**config.mk**
```make
export PLATFORM = sky130hd
export DESIGN_NAME = serial_frame_rx_flat
export DESIGN_NICKNAME = d
export VERILOG_FILES = /design/src/rtl/serial_frame_rx_if.sv /design/src/rtl/serial_frame_rx.sv /design/src/flat_wrapper.sv
export SDC_FILE = /design/constraint.sdc
export NUM_CORES = 1
export LEC_CHECK = 0
export ABC_AREA = 1
export ABC_CLOCK_PERIOD_IN_PS = 1500
export CAP_MARGIN = 20
export CORE_MARGIN = 2
export CORE_UTILIZATION = 52
export DETAILED_ROUTE_END_ITERATION = 8
export PLACE_DENSITY = 0.72
export SYNTH_ARGS = -nofsm -noshare
export SYNTH_HDL_FRONTEND = slang
export SYNTH_SLANG_ARGS = --single-unit
```
**constraint.sdc**
```tcl
create_clock -name clock -period 1.5 [get_ports clock]
set_input_delay 0.375 -clock clock [delete_from_list [all_inputs] [get_ports clock]]
set_output_delay 0.375 -clock clock [all_outputs]
set_load 0.05 [all_outputs]
```
**src/rtl/serial_frame_rx_if.sv**
```systemverilog
// Byte handshake between the serial receiver and its consumer.
// master: drives data_out/data_valid, takes data_ack; slave: the reverse.
interface serial_frame_rx_if;
    logic [7:0] data_out;
    logic       data_valid;
    logic       data_ack;

    modport master (
        output data_out,
        output data_valid,
        input  data_ack
    );

    modport slave (
        input  data_out,
        input  data_valid,
        output data_ack
    );
endinterface

```
**src/rtl/serial_frame_rx.sv**
```systemverilog
// Serial link receiver: idle 1, start 0, 8 data bits MSB first, stop 1.
// Ports: clock, reset (async, active high), rx_in (async serial line),
//   rx_en (receive enable), err_clr (clears sticky flags),
//   rx_bus (master: data_out, data_valid, data_ack handshake),
//   busy, frame_error, overrun_error, parity_error (sticky status).
// Define SERIAL_RX_PARITY_EN to add an even parity bit before the stop bit.
module serial_frame_rx #(
    parameter int BIT_TICKS = 106,
    parameter int CNT_W     = 10
) (
    input  logic clock,
    input  logic reset,
    input  logic rx_in,
    input  logic rx_en,
    input  logic err_clr,
    serial_frame_rx_if.master rx_bus,
    output logic busy,
    output logic frame_error,
    output logic overrun_error,
    output logic parity_error
);

    localparam int HALF = BIT_TICKS / 2;
    localparam logic [CNT_W-1:0] TICK_HALF = CNT_W'(HALF - 1);
    localparam logic [CNT_W-1:0] TICK_LAST = CNT_W'(BIT_TICKS - 1);

    typedef enum logic [2:0] {
        R_IDLE,
        R_START,
        R_DATA,
        R_PARITY,
        R_STOP,
        R_RECOVER
    } state_t;

    state_t     state, state_n;
    logic       sync1, rx_s;
    logic [CNT_W-1:0] tick, tick_n;
    logic [2:0] bit_cnt, bit_cnt_n;
    logic [7:0] shift, shift_n;
    logic       deliver;
    logic       frame_set;
    logic       ovr_set;
`ifdef SERIAL_RX_PARITY_EN
    logic       par_set;
`endif

    assign busy = (state != R_IDLE);

    // Two-flop synchroniser; idles high so reset never looks like a start.
    always_ff @(posedge clock or posedge reset) begin
        if (reset) begin
            sync1 <= 1'b1;
            rx_s  <= 1'b1;
        end else begin
            sync1 <= rx_in;
            rx_s  <= sync1;
        end
    end

    always_ff @(posedge clock or posedge reset) begin
        if (reset) state <= R_IDLE;
        else       state <= state_n;
    end

    always_comb begin
        state_n   = state;
        tick_n    = tick;
        bit_cnt_n = bit_cnt;
        shift_n   = shift;
        deliver   = 1'b0;
        frame_set = 1'b0;
`ifdef SERIAL_RX_PARITY_EN
        par_set   = 1'b0;
`endif
        if (!rx_en && state != R_IDLE) begin
            state_n = R_IDLE;
        end else begin
            unique case (state)
                R_IDLE: begin
                    if (rx_en && !rx_s) begin
                        state_n = R_START;
                        tick_n  = '0;
                    end
                end
                R_START: begin
                    // Mid-start sample: a line back high was only a glitch.
                    if (tick == TICK_HALF) begin
                        if (!rx_s) begin
                            state_n   = R_DATA;
                            tick_n    = '0;
                            bit_cnt_n = '0;
                        end else begin
                            state_n = R_IDLE;
                        end
                    end else begin
                        tick_n = tick + 1'b1;
                    end
                end
                R_DATA: begin
                    if (tick == TICK_LAST) begin
                        shift_n = {shift[6:0], rx_s};
                        tick_n  = '0;
                        if (bit_cnt == 3'd7) begin
`ifdef SERIAL_RX_PARITY_EN
                            state_n = R_PARITY;
`else
                            state_n = R_STOP;
`endif
                        end else begin
                            bit_cnt_n = bit_cnt + 1'b1;
                        end
                    end else begin
                        tick_n = tick + 1'b1;
                    end
                end
`ifdef SERIAL_RX_PARITY_EN
                R_PARITY: begin
                    if (tick == TICK_LAST) begin
                        tick_n  = '0;
                        par_set = (rx_s != ^shift);
                        state_n = R_STOP;
                    end else begin
                        tick_n = tick + 1'b1;
                    end
                end
`endif
                R_STOP: begin
                    if (tick == TICK_LAST) begin
                        tick_n = '0;
                        if (rx_s) begin
                            deliver = 1'b1;
                            state_n = R_IDLE;
                        end else begin
                            frame_set = 1'b1;
                            state_n   = R_RECOVER;
                        end
                    end else begin
                        tick_n = tick + 1'b1;
                    end
                end
                R_RECOVER: begin
                    // A held-low break must go high before a new start.
                    if (rx_s) state_n = R_IDLE;
                end
                default: state_n = R_IDLE;
            endcase
        end
    end

    assign ovr_set = deliver && rx_bus.data_valid && !rx_bus.data_ack;

    always_ff @(posedge clock or posedge reset) begin
        if (reset) begin
            tick              <= '0;
            bit_cnt           <= '0;
            shift             <= '0;
            rx_bus.data_out   <= '0;
            rx_bus.data_valid <= 1'b0;
            frame_error       <= 1'b0;
            overrun_error     <= 1'b0;
        end else begin
            tick    <= tick_n;
            bit_cnt <= bit_cnt_n;
            shift   <= shift_n;
            if (deliver && !ovr_set) begin
                rx_bus.data_out   <= shift;
                rx_bus.data_valid <= 1'b1;
            end else if (rx_bus.data_ack && rx_bus.data_valid) begin
                rx_bus.data_valid <= 1'b0;
            end
            if (frame_set)    frame_error <= 1'b1;
            else if (err_clr) frame_error <= 1'b0;
            if (ovr_set)      overrun_error <= 1'b1;
            else if (err_clr) overrun_error <= 1'b0;
        end
    end

`ifdef SERIAL_RX_PARITY_EN
    always_ff @(posedge clock or posedge reset) begin
        if (reset)        parity_error <= 1'b0;
        else if (par_set) parity_error <= 1'b1;
        else if (err_clr) parity_error <= 1'b0;
    end
`else
    assign parity_error = 1'b0;
`endif

endmodule

```
**src/flat_wrapper.sv**
```systemverilog
// flat-port wrapper written by rule: the top's interface ports become plain ports
module serial_frame_rx_flat 
#(
    parameter int BIT_TICKS = 106,
    parameter int CNT_W     = 10
)
  (clock, reset, rx_in, rx_en, err_clr, busy, frame_error, overrun_error, parity_error, rx_bus_data_out, rx_bus_data_valid, rx_bus_data_ack);
  serial_frame_rx_if rx_bus_i ();
  input  logic clock;
  input  logic reset;
  input  logic rx_in;
  input  logic rx_en;
  input  logic err_clr;
  output logic busy;
  output logic frame_error;
  output logic overrun_error;
  output logic parity_error;
  output wire logic [$bits(rx_bus_i.data_out)-1:0] rx_bus_data_out;
  output wire logic [$bits(rx_bus_i.data_valid)-1:0] rx_bus_data_valid;
  input wire logic [$bits(rx_bus_i.data_ack)-1:0] rx_bus_data_ack;
  assign rx_bus_data_out = rx_bus_i.data_out;
  assign rx_bus_data_valid = rx_bus_i.data_valid;
  assign rx_bus_i.data_ack = rx_bus_data_ack;
  serial_frame_rx #(.BIT_TICKS(BIT_TICKS), .CNT_W(CNT_W)) u_core (.clock(clock), .reset(reset), .rx_in(rx_in), .rx_en(rx_en), .err_clr(err_clr), .rx_bus(rx_bus_i), .busy(busy), .frame_error(frame_error), .overrun_error(overrun_error), .parity_error(parity_error));
endmodule
```
==> metrics.md, run 1 <==
| Metric | Value |
|---|---|
| Status | `complete, but fails checks` |
| Violated checks | `setup timing` |
| Synth warn | `0` |
| RD Place Congestion | `0.9085` |
| R2R cell count | `10` |
| Pre-CTS setup slack | `-0.3474 ns` |
| Share of Yosys cell area claimed by the top area cell type | `39.80%` |
| Max-slew violations | `0` |
| Hold_sp | `u_core.sync1$_DFF_PP1_` |
| Largest area contributor in the netlist | `dfrtp_1` |
| Nets | `380` |
| Reg2reg start | `u_core.state[0]$_DFFE_PP0P_` |
| CTS Buf Count | `5` |
| Port Buffers | `17` |
| CTS tree | `done` |
| Worst Path Required | `1.69 ns` |
| Clk Latency, worst-skew pair | `0.30 ns` |
| Max VDD drop | `around 2.2 mV` |
| Leakage | `between 1.5 and 2 nW` |
| Ys async rst share | `100.0%` |
| Largest net degree at the start of global routing | `38` |
| Initial DRT Pass Iterations | `5` |
| Worst Skew | `0.005718 ns` |
| Share of cells above drive strength 1 | `between 30% and 40%` |
| Crit start category | `flip-flop` |
| Crit end category | `flip-flop` |
| Post-DP HPWL | `3593 µm` |
| CTS root buf | `clkbuf_8` |
| Vias in the first global route | `1896` |
| Max-capacitance violation count | `0` |
| GRT Util Overall | `22.31%` |
| Synth Flop Type | `dfrtp_1` |
| RSZ-0062 raised after global routing | `true` |
| Top-count cell post-synth | `nand2_1` |
| Hold buffer count at cts | `0` |
| Clock sink total | `37` |
| Initial core utilization | `54.63%` |
| Wirelength, routed | `7201 µm` |
| DRT iter0 DRCs | `407` |
| WS Path Type | `reg -> reg` |
| First-pass GRT wire length | `8659 µm` |
| Top post-synthesis cells by area | `dfrtp_1 (40%), nand2_1 (17%), inv_1 (9.0%), nand3_1 (6.6%), nor2_1 (3.2%)` |
| Register area share after synthesis | `42.18%` |
| Worst-path clk slew | `about 0.080 ns` |
| Reg2Reg Setup Slack | `-0.11 ns` |
| Distinct cell type count of the synthesized netlist | `30` |
| Remaining Overflow, GRT | `0` |
| Chip width | `69.06 µm` |
| Placed insts | `399` |
| CP arrival | `between 1.5 and 2 ns` |
| Core Box Area | `4029 µm²` |
| Crit-path max FO | `5` |
| Drt via density | `5.574` |
| PD cells | `around 1600 nW/µm²` |
| Cell area after synthesis | `between 2000 and 2500 µm²` |
| EDFF count, synth | `0` |
| Die ar. | `4769 µm²` |
| Type of the tightest min-delay check | `reg -> reg` |
| Mapped Nets | `315` |
| # diodes | `0` |
| I/O pins | `19` |
| Finished Layout Cells | `420` |
| Worst hold stages | `0` |
| Clock buffer depth | `2` |
| Final hold vios | `0` |
| DRC | `0` |
| Commonest cells in the netlist | `nand2_1 (98), inv_1 (53), dfrtp_1 (35)` |
| Max Clock Freq | `a little over 600 MHz` |
| Cells after Synth | `approximately 300` |
| Final worst slack | `-0.1133 ns` |
| Antenna Violating Nets Remaining | `0` |
| H-tree levels | `2` |
| Die Y | `a little under 70 µm` |
| Synth Area per Inst | `7.240 µm²` |
| Setup Viol. Count Final | `23` |
| Synth Register Bits | `37` |
| P&R area growth vs syn | `53.67%` |
| Post-layout min period | `1.613 ns` |
| WL per Instance | `17.15 µm` |
| Via count | `2341` |
| FP Rows | `23` |
| Fin crit share | `107.6%` |
| Initial antenna violation count | `0` |
| Worst Hold Path EP | `u_core.rx_s$_DFF_PP1_` |
| Reg2reg end | `u_core.tick[0]$_DFFE_PP0P_` |
-- routing by layer --
metal	share of wire, %	GRT usage [%]	vias to the layer above
met5	0	0	-
met2	50	36.43	150
met1	38	29.77	1092
met3	8.3	4.240	28
met4	3.0	7.625	0
li1	-	-	1071
-- critical path, stage by stage, from the launching register on --
cell	delay (ns)
dfrtp_1	0.41
buf_6	0.13
nor2_4	0.13
nand2_4	0.10
nand2_4	0.09
inv_2	0.06
nor2_4	0.10
nand3_4	0.15
clkbuf_16	0.19
nand2_1	0.07
nand2_1	0.07
-- power breakdown --
group | internal [mW] | switching (mW) | leakage [nW] | total [mW]
Clock | 0.498 | 0.407 | 0.0543 | 0.905
Combinational | 1.54 | 1.84 | 1.27 | 3.38
Sequential | 1.09 | 0.102 | 0.444 | 1.19
Total | 3.13 | 2.35 | 1.77 | 5.48
-- layout make-up --
cell class                      count  area, µm²
Clock buffer                        5      68.82
Clock inverter                      3      46.29
Fill cell                         211      646.9
Inverter                           57      231.5
Multi-Input combinational cell    206       1287
Sequential cell                    37      932.1
Tap cell                           50      62.56
Timing Repair Buffer               62      753.2
-- sequential cells by signal, summed over array words and instances, names as in the netlist --
| register | cells |
|---|---|
| u_core.state | 3 |
| u_core.rx_bus.data_valid | 1 |
| u_core.tick | 10 |
| u_core.rx_bus.data_out | 8 |
| u_core.rx_s | 1 |
| u_core.frame_error | 1 |
| u_core.overrun_error | 1 |
| u_core.bit_cnt | 3 |
| u_core.shift | 8 |
| u_core.sync1 | 1 |
-- stage by stage --
stage	setup TNS, ns	power (mW)	hold WS (ns)	cell area, µm²	util, %
after floorplan	0	2.421	0.3452	2213	-
after global placement	-7.832	3.446	0.3456	2808	69.69
after detailed placement	-8.668	3.460	0.3475	2808	69.69
after CTS	-0.9908	4.378	0.3588	2934	72.83
after global routing	-3.472	5.695	0.3611	3382	83.94
final	-1.653	5.476	0.3589	3382	83.94
-- cell usage in the layout (no fill, tap or decap), drive strengths merged --
master / count
bufinv: 1
nand3b: 1
o21bai: 1
dfrtp: 35
clkinvlp: 1
conb: 1
clkinv: 2
dfstp: 2
o22ai: 2
clkdlybuf4s50: 4
buf: 55
a21oi: 4
nor3: 3
inv: 56
clkbuf: 7
xor2: 2
nor2: 22
o21ai: 17
nand2: 105
nand4: 6
nand3: 35
o211ai: 2
ha: 5
dlymetal6s2s: 1
-- worst max path at each step --
stage,from,endpoint,slack [ns],cells past startpoint
2_1_floorplan,u_core.tick[1]$_DFFE_PP0P_,u_core.rx_bus.data_out[6]$_DFFE_PP0P_,0.002,10
3_3_place_gp,rx_en,u_core.state[2]$_DFFE_PP0P_,-0.31,10
3_5_place_dp,rx_en,u_core.state[2]$_DFFE_PP0P_,-0.35,10
4_1_cts,u_core.tick[1]$_DFFE_PP0P_,u_core.shift[1]$_DFFE_PP0P_,-0.08,9
5_1_grt,u_core.tick[0]$_DFFE_PP0P_,u_core.tick[0]$_DFFE_PP0P_,-0.22,9
6_report,u_core.state[0]$_DFFE_PP0P_,u_core.tick[0]$_DFFE_PP0P_,-0.11,10
-- logic make-up after synthesis --
logic type                 Yosys count  synth area share [%]
AOI/OAI and AO/OA                   26                 6.537
xor gates and xnor gates             2                0.7961
other                                1                0.1704
and+or+nand+nor                    170                 35.36
adders and majority gates            5                 2.843
buffers and inverters               63                 12.11
DFF                                 37                 42.18
-- timing repair --
| action | 4_1_cts | 5_1_grt |
|---|---|---|
| gates resized for setup | 1 | 83 |
| pin swaps | 2 | 22 |
| hold endpoints to repair | 0 | 0 |
| setup endpoints to repair | 18 | 35 |
| gates cloned | 0 | 4 |
| setup buffers | 2 | 9 |
Note: power is estimated with default switching activity, not from simulation.
==> run 2: changes to the inputs <==
--- a/config.mk
+++ b/config.mk
@@ -12,6 +12,7 @@
 export CORE_UTILIZATION = 52
 export DETAILED_ROUTE_END_ITERATION = 8
 export PLACE_DENSITY = 0.72
+export REMOVE_ABC_BUFFERS = 1
 export SYNTH_ARGS = -nofsm -noshare
 export SYNTH_HDL_FRONTEND = slang
 export SYNTH_SLANG_ARGS = --single-unit
==> run 2 against run 1 <==
Net effect:
- the flow still finishes with violations (setup timing)
- critical path type is now in -> reg
- largest power group unchanged
- hold slack better by 0.0068 ns
- wire length is 6.7% lower
- clock-buffer cell count is 2 higher
- setup slack worse by 0.12 ns
==> metrics.md, run 2 (synthesis results as in run 1) <==
| Metric | Value |
|---|---|
| Commonest non-fill, non-tap cells in the layout | `nand2_1 (89), inv_1 (47), dfrtp_1 (34), buf_4 (26), nand3_1 (24)` |
| Max VDD drop | `between 1 and 1.5 mV` |
| CTS tree | `done` |
| Nets | `374` |
| Drt via density | `5.599` |
| Crit start category | `input pin` |
| Violated checks | `setup timing` |
| Reg2reg start | `u_core.tick[0]$_DFFE_PP0P_` |
| Antenna Violating Nets Remaining | `0` |
| Global route hottest layer | `met2` |
| Post-layout min period | `1.730 ns` |
| Initial DRT Pass Iterations | `5` |
| GRT Util Overall | `24.33%` |
| Worst Skew | `0.007828 ns` |
| Clk Latency, worst-skew pair | `around 0.30 ns` |
| Final worst slack | `-0.2300 ns` |
| Total power | `5.212 mW` |
| Largest register FFs | `10` |
| Met3 Usage GRT | `5.117%` |
| First-pass GRT wire length | `between 9000 and 10000 µm` |
| CTS Buf Count | `5` |
| Core Box Area | `slightly above 4000 µm²` |
| Area after DPL | `2730 µm²` |
| Setup Viol. Count Final | `25` |
| Worst-path clk slew | `roughly 0.07 ns` |
| Via count | `2318` |
| Final hold vios | `0` |
| Leakage | `about 1.7 nW` |
| Type of the tightest min-delay check | `reg -> reg` |
| # diodes | `0` |
| CTS root buf | `clkbuf_8` |
| Hold buffer count at cts | `0` |
| WL per Instance | `between 15 and 20 µm` |
| GR Util met2 | `41.24%` |
| Max-slew violations | `0` |
| R2R cell count | `11` |
| Die ar. | `roughly 4800 µm²` |
| H-tree levels | `2` |
| Storage cell area | `929.6 µm²` |
| Chip width | `69.06 µm` |
| Max Clock Freq | `578.0 MHz` |
| CP arrival | `1.92 ns` |
| Initial antenna violation count | `0` |
| DRC | `0` |
| RSZ-0062 raised after global routing | `true` |
| Largest net degree at the start of global routing | `22` |
| Reg2reg end | `u_core.state[2]$_DFFE_PP0P_` |
| WS Path Type | `in -> reg` |
| Clock sink total | `37` |
| P&R area growth vs syn | `45.25%` |
| Remaining Overflow, GRT | `0` |
| Max-capacitance violation count | `0` |
| Final instance area | `3197 µm²` |
| FP Rows | `23` |
| DRT iter0 DRCs | `188` |
| Top reg by flops | `u_core.tick` |
| Setup crit start | `rx_en` |
| I/O pins | `19` |
| Port Buffers | `17` |
| Crit path capture | `u_core.state[2]$_DFFE_PP0P_` |
| Share of cells above drive strength 1 | `34.07%` |
| Hold_sp | `u_core.sync1$_DFF_PP1_` |
| Clock buffer depth | `2` |
| Initial core utilization | `54.63%` |
| Worst Path Required | `1.69 ns` |
| Largest registers | `u_core.tick: 10 flops, u_core.rx_bus.data_out: 8 flops, u_core.shift: 8 flops` |
| Crit end category | `flip-flop` |
| Crit-path max FO | `5` |
| Fillers | `roughly 270` |
| Post-DP HPWL | `3593 µm` |
| Reg2Reg Setup Slack | `-0.18 ns` |
| Met1 Use GR | `30.25%` |
| Status | `complete, but fails checks` |
| PD cells | `roughly 1600 nW/µm²` |
| RD Place Congestion | `slightly below 0.9` |
| Wirelength, routed | `6716 µm` |
| Die Y | `69.06 µm` |
| Commonest non-fill, non-tap cell in the layout | `nand2_1` |
| Vias in the first global route | `between 2k and 2.5k` |
| Fin crit share | `115.3%` |
| Multi-input gate area | `approximately 1200 µm²` |
| Post-layout util | `79.35%` |
## run 2: power breakdown
| part | total [mW] | internal [mW] | switching (mW) |
|---|---|---|---|
| Combinational | 3.24 | 1.40 | 1.84 |
| Clock | 0.774 | 0.415 | 0.359 |
| Sequential | 1.19 | 1.09 | 0.106 |
## run 2: worst min path at each step
stage | to | slack, ns | cells past startpoint
after floorplan | u_core.rx_s$_DFF_PP1_ | 0.35 | 0
after global placement | u_core.rx_s$_DFF_PP1_ | 0.35 | 0
after detailed placement | u_core.rx_s$_DFF_PP1_ | 0.35 | 0
after CTS | u_core.rx_s$_DFF_PP1_ | 0.37 | 0
after global routing | u_core.rx_s$_DFF_PP1_ | 0.37 | 0
final | u_core.rx_s$_DFF_PP1_ | 0.37 | 0
## run 2: worst max-delay path: stages
cell,delay (ns)
clkdlybuf4s50_1,0.52
inv_2,0.11
nor2_2,0.14
inv_1,0.08
nand2_2,0.12
nand2_1,0.12
a21oi_4,0.18
nand2_1,0.11
nand2_1,0.10
nand2_1,0.06
## run 2: timing repair
action / in CTS / in global routing
endpoints found under the setup margin: 18 / 35
resized for setup: 22 / 60
gates cloned: 2 / 0
pin swaps: 4 / 15
buffers inserted: 5 / 3
## run 2: cell type report
class | instances | area share (%)
Clock inverter | 1 | 0.1566
Clock buffer | 7 | 3.014
Tap cell | 50 | 1.957
Multi-Input combinational cell | 205 | 38.59
Sequential cell | 37 | 29.08
Inverter | 57 | 7.241
Timing Repair Buffer | 57 | 19.96
## run 2: metrics by stage
| stage | setup TNS, ns | instances | setup WS (ns) | hold WS (ns) |
|---|---|---|---|---|
| detailed placement | -7.265 | 397 | -0.3175 | 0.3470 |
| finish | -2.596 | 414 | -0.2300 | 0.3656 |
| global route | -5.930 | 414 | -0.3219 | 0.3721 |
| CTS | -0.09970 | 412 | -0.06507 | 0.3665 |
| global placement | -7.073 | 397 | -0.3075 | 0.3456 |
| floorplan | -0.9976 | 298 | -0.09226 | 0.3452 |
## run 2: per-layer routing
layer,part of all wire (%),vias to the layer above
met1,36,1048
li1,-,1062
met3,8.5,57
met5,0,-
met2,48,151
met4,7.1,0
